===== src/rtl/mod_n_updown_counter_pkg.sv =====
// Shared constants for the mod-N up/down counter: direction encodings and legal-N limits.
package mod_n_updown_counter_pkg;

  localparam logic DIR_UP   = 1'b1;
  localparam logic DIR_DOWN = 1'b0;

  localparam int unsigned N_MIN = 2;

  function automatic int unsigned n_max(input int unsigned cnt_width);
    return 32'(1) << cnt_width;
  endfunction

  function automatic bit n_is_legal(input int unsigned n, input int unsigned cnt_width);
    return (n >= N_MIN) && (n <= n_max(cnt_width));
  endfunction

endpackage


===== src/rtl/mod_n_limit.sv =====
// Effective modulus: the runtime request when it lies in 2..N, otherwise the compile-time N.
module mod_n_limit
  import mod_n_updown_counter_pkg::*;
#(
  parameter int unsigned N         = 13,
  parameter int unsigned CNT_WIDTH = 4
) (
  input  logic [CNT_WIDTH:0] mod_n,
  output logic [CNT_WIDTH:0] modulus_c
);

  localparam int unsigned       MW  = CNT_WIDTH + 1;
  localparam logic [MW-1:0]     N_M = MW'(N);

  always_comb begin
    modulus_c = N_M;
    if ((mod_n >= MW'(N_MIN)) && (mod_n <= N_M)) begin
      modulus_c = mod_n;
    end
  end

endmodule


===== src/rtl/mod_n_updown_counter.sv =====
// Up/down counter with runtime-selectable modulus, sync clear/load, wrap pulse and
// zero-latency terminal count for cascading.
module mod_n_updown_counter
  import mod_n_updown_counter_pkg::*;
#(
  parameter int unsigned N         = 13,
  parameter int unsigned CNT_WIDTH = 4
) (
  input  logic                 clk,
  input  logic                 reset,
  input  logic                 enable,
  input  logic                 up_dn,
  input  logic                 clr,
  input  logic                 load,
  input  logic [CNT_WIDTH-1:0] load_val,
  input  logic [CNT_WIDTH:0]   mod_n,
  output logic [CNT_WIDTH-1:0] counter_out,
  output logic                 tc,
  output logic                 wrap
);

  localparam int unsigned MW = CNT_WIDTH + 1;

  if (!n_is_legal(N, CNT_WIDTH)) begin : g_bad_n
    $error("mod_n_updown_counter: N must lie in 2..2**CNT_WIDTH");
  end

  logic [MW-1:0]        modulus_c;
  logic [MW-1:0]        count_ext;
  logic [MW-1:0]        last_ext;
  logic [CNT_WIDTH-1:0] last_val;
  logic [CNT_WIDTH-1:0] load_sat;
  logic                 at_top;
  logic                 at_bottom;

  mod_n_limit #(
    .N         (N),
    .CNT_WIDTH (CNT_WIDTH)
  ) u_limit (
    .mod_n     (mod_n),
    .modulus_c (modulus_c)
  );

  // Compares run one bit wider so a count stranded above a shrunken modulus is caught.
  assign count_ext = {1'b0, counter_out};
  assign last_ext  = modulus_c - MW'(1);
  assign last_val  = CNT_WIDTH'(last_ext);
  assign at_top    = count_ext >= last_ext;
  assign at_bottom = (counter_out == '0) || (count_ext >= modulus_c);
  assign load_sat  = ({1'b0, load_val} > last_ext) ? last_val : load_val;

  assign tc = enable & ((up_dn == DIR_UP) ? at_top : at_bottom);

  always_ff @(posedge clk or negedge reset) begin
    if (!reset) begin
      counter_out <= '0;
      wrap        <= 1'b0;
    end else if (clr) begin
      counter_out <= '0;
      wrap        <= 1'b0;
    end else if (load) begin
      counter_out <= load_sat;
      wrap        <= 1'b0;
    end else if (enable) begin
      case (up_dn)
        DIR_UP: begin
          counter_out <= at_top ? '0 : counter_out + CNT_WIDTH'(1);
          wrap        <= at_top;
        end
        DIR_DOWN: begin
          counter_out <= at_bottom ? last_val : counter_out - CNT_WIDTH'(1);
          wrap        <= at_bottom;
        end
        default: begin
          counter_out <= counter_out;
          wrap        <= 1'b0;
        end
      endcase
    end else begin
      wrap <= 1'b0;
    end
  end

endmodule


===== config.mk =====
export PLATFORM = sky130hd
export DESIGN_NAME = mod_n_updown_counter
export DESIGN_NICKNAME = d
export VERILOG_FILES = /design/src/rtl/mod_n_updown_counter_pkg.sv /design/src/rtl/mod_n_limit.sv /design/src/rtl/mod_n_updown_counter.sv
export SDC_FILE = /design/constraint.sdc
export NUM_CORES = 1
export LEC_CHECK = 0
export ABC_AREA = 1
export ABC_CLOCK_PERIOD_IN_PS = 2800
export CAP_MARGIN = 0
export CORE_MARGIN = 2
export CORE_UTILIZATION = 49
export DETAILED_ROUTE_END_ITERATION = 8
export PLACE_DENSITY = 0.76
export SLEW_MARGIN = 40
export SYNTH_ARGS = -nofsm -noshare
export SYNTH_HDL_FRONTEND = slang
export SYNTH_SLANG_ARGS = --single-unit
export TNS_END_PERCENT = 100

===== constraint.sdc =====
create_clock -name clk -period 2.8 [get_ports clk]
set_input_delay 0.42 -clock clk [delete_from_list [all_inputs] [get_ports clk]]
set_output_delay 0.42 -clock clk [all_outputs]
set_load 0.02 [all_outputs]

== After elaboration in Yosys (flattened, before gate mapping) ==
Index checks and enable logic that the tools add are counted.

* Memories: 0
* RAM bits: 0
* Input bits: 15
* Register bits: 5
* ROM bits: 0
* Latch bits: 0

* Add/sub/neg operators: 3
* Bitwise gates (word level): 2
* Eq/ne operators: 0
* Divide/modulo/power cells: 0
* Shifts and indexed selects: 0
* Mux-type cells: 13
* Magnitude comparators: 5
* Multiply operators: 0
* Reduce and logical (&&, ||, !) cells: 4

{| class="wikitable"
|+ Operators by type and width
! cell !! count
|-
| 4-bit two-way mux || 6
|-
| 4-bit by 5-bit greater-or-equal comparator with 1-bit output || 2
|-
| 4-bit case mux with 2 select lines || 1
|-
| 5-bit by 2-bit greater-or-equal comparator with 1-bit output, second input constant || 1
|-
| 4-bit by 5-bit > comparator with 1-bit output || 1
|-
| 5-bit by 4-bit less-or-equal comparator with 1-bit output, second input constant || 1
|-
| 5-bit two-way mux || 1
|-
| 5-bit by 1-bit subtractor with 5-bit output, second input constant || 1
|-
| 4-bit by 1-bit adder with 4-bit output, second input constant || 1
|-
| 4-bit logical NOT || 1
|-
| 1-bit two-way mux || 4
|-
| 4-bit by 1-bit subtractor with 4-bit output, second input constant || 1
|-
| 3-bit nonzero test || 1
|-
| 1-bit case mux with 2 select lines || 1
|-
| 1-bit AND || 1
|-
| 1-bit logical AND || 1
|-
| 1-bit logical OR || 1
|-
| 1-bit inverter || 1
|}

== Logic depth before layout (Yosys ltp) ==
* Depth in word-level cells: 10
* Depth in mapped cells: 17
* Mapped depth without buffers: 17

== By module ==
Synthesis repeated with hierarchy kept, for this count alone.

* Cell total of the unflattened synthesis: 166
* Area total of the unflattened synthesis: 993.5 um^2

{| class="wikitable"
|+ Modules (own cells, without submodules)
! module !! times used !! area each (um^2) !! cells an instance !! sequential area each (um^2)
|-
| mod_n_updown_counter || 1 || 922.1 || 153 || 125.1
|-
| mod_n_limit || 1 || 71.3 || 13 || 0.0
|}

== Worst setup path before layout ==
No wires, ideal clock.

* Kind: input -> output
* From: in mod_n[4]
* To: out tc
* Stages: 13
* Path slack: 0.446 ns
* Buffers on the path: 0
* Data required time: 2.380 ns
* Arrival: 1.934 ns
* Cells stage by stage: inv_1 > nand4_2 > inv_1 > nand2_1 > nand2_1 > inv_1 > ha_1 > a21oi_1 > nand2_1 > a21oi_1 > nand2_2 > nand3_1 > inv_1

* Word-level cells in the longest chain between the ends: 7
* Elaborated cells between the ends (all ways): 10

{| class="wikitable"
|+ RTL lines
! what !! RTL line !! RTL
|-
| start, declared || mod_n_updown_counter.sv:16 || <nowiki>input logic [CNT_WIDTH:0] mod_n,</nowiki>
|-
| 5-bit by 2-bit greater-or-equal comparator with 1-bit output / 5-bit by 4-bit less-or-equal comparator with 1-bit output (equally long branches) || mod_n_limit.sv:17 || <nowiki>if ((mod_n >= MW'(N_MIN)) && (mod_n <= N_M)) begin</nowiki>
|-
| 1-bit logical AND || mod_n_limit.sv:17 ||
|-
| 5-bit two-way mux * || mod_n_limit.sv:17 ||
|-
| 5-bit by 1-bit subtractor with 5-bit output / 4-bit by 5-bit greater-or-equal comparator with 1-bit output (equally long branches) || mod_n_updown_counter.sv:46, mod_n_updown_counter.sv:49 ||
|-
| 4-bit by 5-bit greater-or-equal comparator with 1-bit output / 1-bit logical OR (equally long branches) || mod_n_updown_counter.sv:48, mod_n_updown_counter.sv:49 ||
|-
| 1-bit two-way mux * || mod_n_updown_counter.sv:52 || <nowiki>assign tc = enable & ((up_dn == DIR_UP) ? at_top : at_bottom);</nowiki>
|-
| 1-bit AND * || mod_n_updown_counter.sv:52 ||
|-
| end, declared || mod_n_updown_counter.sv:18 || <nowiki>output logic tc,</nowiki>
|}

Mark *: on every way between the ends. The rest lies on a longest branch, timed or not.

== Final worst setup path ==
* From: in mod_n[1]
* To: out tc

The elaborated chain is that of the path after synthesis.

==> results.md <==
* Outcome: complete, no violations
* H-tree Lvls at 1
* Skew-Pair Late Insertion Delay at about 0.26 ns
* Mapped Cells at around 150
* Pre-Repair DR Iteration Count at 4
* Crit path arrival time at between 2 and 2.5 ns
* Drt drc at 0
* Final Setup Violations at 0
* CTS clk-pin slew, worst paths at roughly 0.060 ns
* Port Buffer Count at 20
* Pre-CTS WS at -0.612 ns
* Initial DRC Count at 71
* Routed wire per std cell at 14.1 um
* Final layout net count at between 200 and 250
* Final wirelength at about 3100 um
* # rows at 15
* Total GRT Usage at 30.3%
* CP dominant cell by count: nand2_1
* CP peak stage delay at roughly 0.27 ns
* Post-synth top area share at between 10% and 20%
* Slew Viols, Final at 0
* Maximum clock rate at approximately 370 MHz
* Top-count cell post-synth: nand2_1
* R2R Path Start: counter_out[0]
* GRT overflow at 0
* CTS buffer count at 3
* Via count at 1,192
* Netlist cell types at 18
* Final worst setup slack at around 0.061 ns
* TritonCTS Sinks at 5
* Largest fanout on the critical path at 4
* Post-Synthesis Net Count at roughly 170
* Crit-path slowest cell: dlygate4sd2_1
* Synth cell count leaders: nand2_1, nand3_1, inv_1, ha_1
* Hold/Removal Path Class: input pin to asynchronous set/reset pin
* Register Area at ~130 um2
* Largest net degree at the start of global routing at 9
* Antenna Cells at 0
* Post-synthesis cell area at roughly 880 um2
* EDFF count, synth at 0
* Global-route wire length before repair at ~4700 um
* Worst path cell trace: dlygate4sd2_1 -> nor2_2 -> nand2_1 -> nand4_1 -> nand2_1 -> nand2_2 -> inv_2 -> ha_4 -> a21oi_4 -> nand2_1 -> a21oi_2 -> nand2_2 -> nand3_1 -> inv_1 -> buf_4
* Yosys synthesis warning count at 0
* Initial antenna violation count at 0
* Die area at around 0.0022 mm2
* Crit share post-route at between 90% and 100%
* Peak supply drop at ~0.42 mV
* Slew HR at approximately two thirds
* Yosys top cell by area: nand3_1
* Pin slew with the least headroom to its limit at between 0.4 and 0.5 ns
* Design area at about 0.0014 mm2
* Post-Place Cell Area at between 0.001 and 0.0015 mm2
* Share of layout cells above drive strength 1 at 26.5%
* LEAKAGE at approximately 0.8 nW
* R2R Path End: counter_out[2]
* Worst reg2reg path depth at 15
* CTS tree: built
* Routed Antenna Nets at 0
* Final core utilization at between 80% and 90%
* Tmin final at 2.74 ns
* Final hold violation count at 0
* Routability-driven placement congestion ratio at between 0.8 and 0.9
* R2R setup slack at around 0.79 ns
* Cells taking the most area after synthesis: nand3_1, ha_1, nand2_1
* Starting Density at between 50 and 60%
* Clk root buf: clkbuf_4
* Avg Inst Size Synth at approximately 6 um2
* Hpwl dp at roughly 2100 um
* Die Y at about 46 um
* CP Class: input pin to output port
* CTS max path bufs at 2
* Primary FF master, synth: dfrtp_1
* Required @ worst endpoint at 2.38 ns
* Worst setup EP type: output port
* MaxCap Viol Count at 0
* Count of state elements after synthesis at 5
* Vias per cell at 5.39
* Pwr Density at 380 mW/mm2
* Chip Width at between 40 and 50 um
* Number of fill cells in the layout at about 120
* Number of global-route vias before repair at ~1,100
* Io pins at 21
* Cts hold-fix bufs at 0
* Register area share after synthesis at between 10 and 15%
* Multi-input gate area at approximately 730 um2
* Fraction of registers with async set/reset at 100%
* Core Region at approximately 0.0017 mm2
* Worst clock skew at 0.0106 ns
* Crit start category: input pin
* Area delta synth->final at 59.8%
[worst max-delay path, delay by kind of cell]
kind	cells	cell delay, ns
AO/OA/AOI/OAI	2	0.28
AND/OR/NAND/NOR	8	0.87
adder cells (fa/ha/maj)	1	0.23
buffers and inverters	4	0.52
[cell usage in the layout (no fill, tap or decap), types with 2 or more instances in the layout]
| cell | instances |
|---|---|
| inv_1 | 19 |
| ha_1 | 10 |
| nand3_2 | 2 |
| dfrtp_1 | 5 |
| buf_4 | 29 |
| nand2_1 | 38 |
| inv_2 | 4 |
| clkbuf_4 | 3 |
| a21oi_1 | 3 |
| nand4_1 | 6 |
| xor2_1 | 4 |
| nand3_1 | 32 |
| nor2_1 | 4 |
| dlygate4sd2_1 | 3 |
| o21ai_0 | 2 |
| clkdlybuf4s50_1 | 15 |
| nand2_2 | 3 |
| a21oi_2 | 2 |
| ha_4 | 2 |
[repair_timing]
item,CTS,global route
buffers inserted,3,1
endpoints found under the hold margin,0,0
setup endpoints to repair,1,3
gates cloned,0,0
gates resized for setup,13,11
pin swaps,3,8
[flip-flops by register name, indices dropped and copies added (netlist names)]
| name | cells |
|---|---|
| wrap | 1 |
| counter_out | 4 |
[report_power, final]
| part | internal (mW) | leakage (nW) | switching, mW | total (mW) |
|---|---|---|---|---|
| sequential | 0.0803 | 0.0656 | 0.0169 | 0.0972 |
| combinational | 0.163 | 0.695 | 0.185 | 0.348 |
| clock | 0.0522 | 0.0177 | 0.0389 | 0.0910 |
| total | 0.296 | 0.779 | 0.241 | 0.536 |
[worst max path at each step]
stage / startpoint / to / slack (ns) / depth (start not counted)
4_1_cts: mod_n[4] / tc / 0.02 / 15
3_3_place_gp: mod_n[2] / tc / -0.49 / 16
6_report: mod_n[1] / tc / 0.06 / 15
3_5_place_dp: mod_n[2] / tc / -0.61 / 16
5_1_grt: mod_n[1] / tc / -0.05 / 15
2_1_floorplan: mod_n[4] / tc / 0.45 / 13
[final cells by class]
| type | instances | share of cell area (%) |
|---|---|---|
| Clock buffer | 3 | 1.60 |
| Clock inverter | 1 | 0.355 |
| Inverter | 23 | 6.12 |
| Multi-Input combinational cell | 116 | 52.0 |
| Sequential cell | 5 | 8.87 |
| Tap cell | 25 | 2.22 |
| Timing Repair Buffer | 48 | 28.8 |
[stage by stage]
step           std cells  setup TNS (ns)  power (mW)  hold WS [ns]
4_1_cts              220               0       0.502         0.395
5_1_grt              221         -0.0536       0.574         0.408
6_report             221               0       0.536         0.387
3_5_place_dp         213          -0.848       0.401         0.576
3_3_place_gp         213          -0.494       0.392         0.569
2_1_floorplan        145               0       0.269         0.124
[layer usage]
| metal | vias up | GRT usage, % | routed length (um) |
|---|---|---|---|
| li1 | 592 | - | - |
| met1 | 527 | 39.4 | 1320 |
| met2 | 61 | 51.7 | 1540 |
| met3 | 12 | 5.88 | 179 |
| met4 | 0 | 5.71 | 76 |
| met5 | - | 0 | 0 |
[cell families (layout without fill, tap and decap cells)]
| kind of cell | after synthesis | after routing | share of synthesized area (%) |
|---|---|---|---|
| and+or+nand+nor | 90 | 90 | 47.6 |
| buffers and inverters | 24 | 75 | 10.3 |
| adders and majority gates | 12 | 12 | 17.0 |
| AOI/OAI and AO/OA | 10 | 10 | 6.94 |
| DFF | 5 | 5 | 14.2 |
| xor gates and xnor gates | 4 | 4 | 3.97 |
Power figures use the tool's default switching activity.
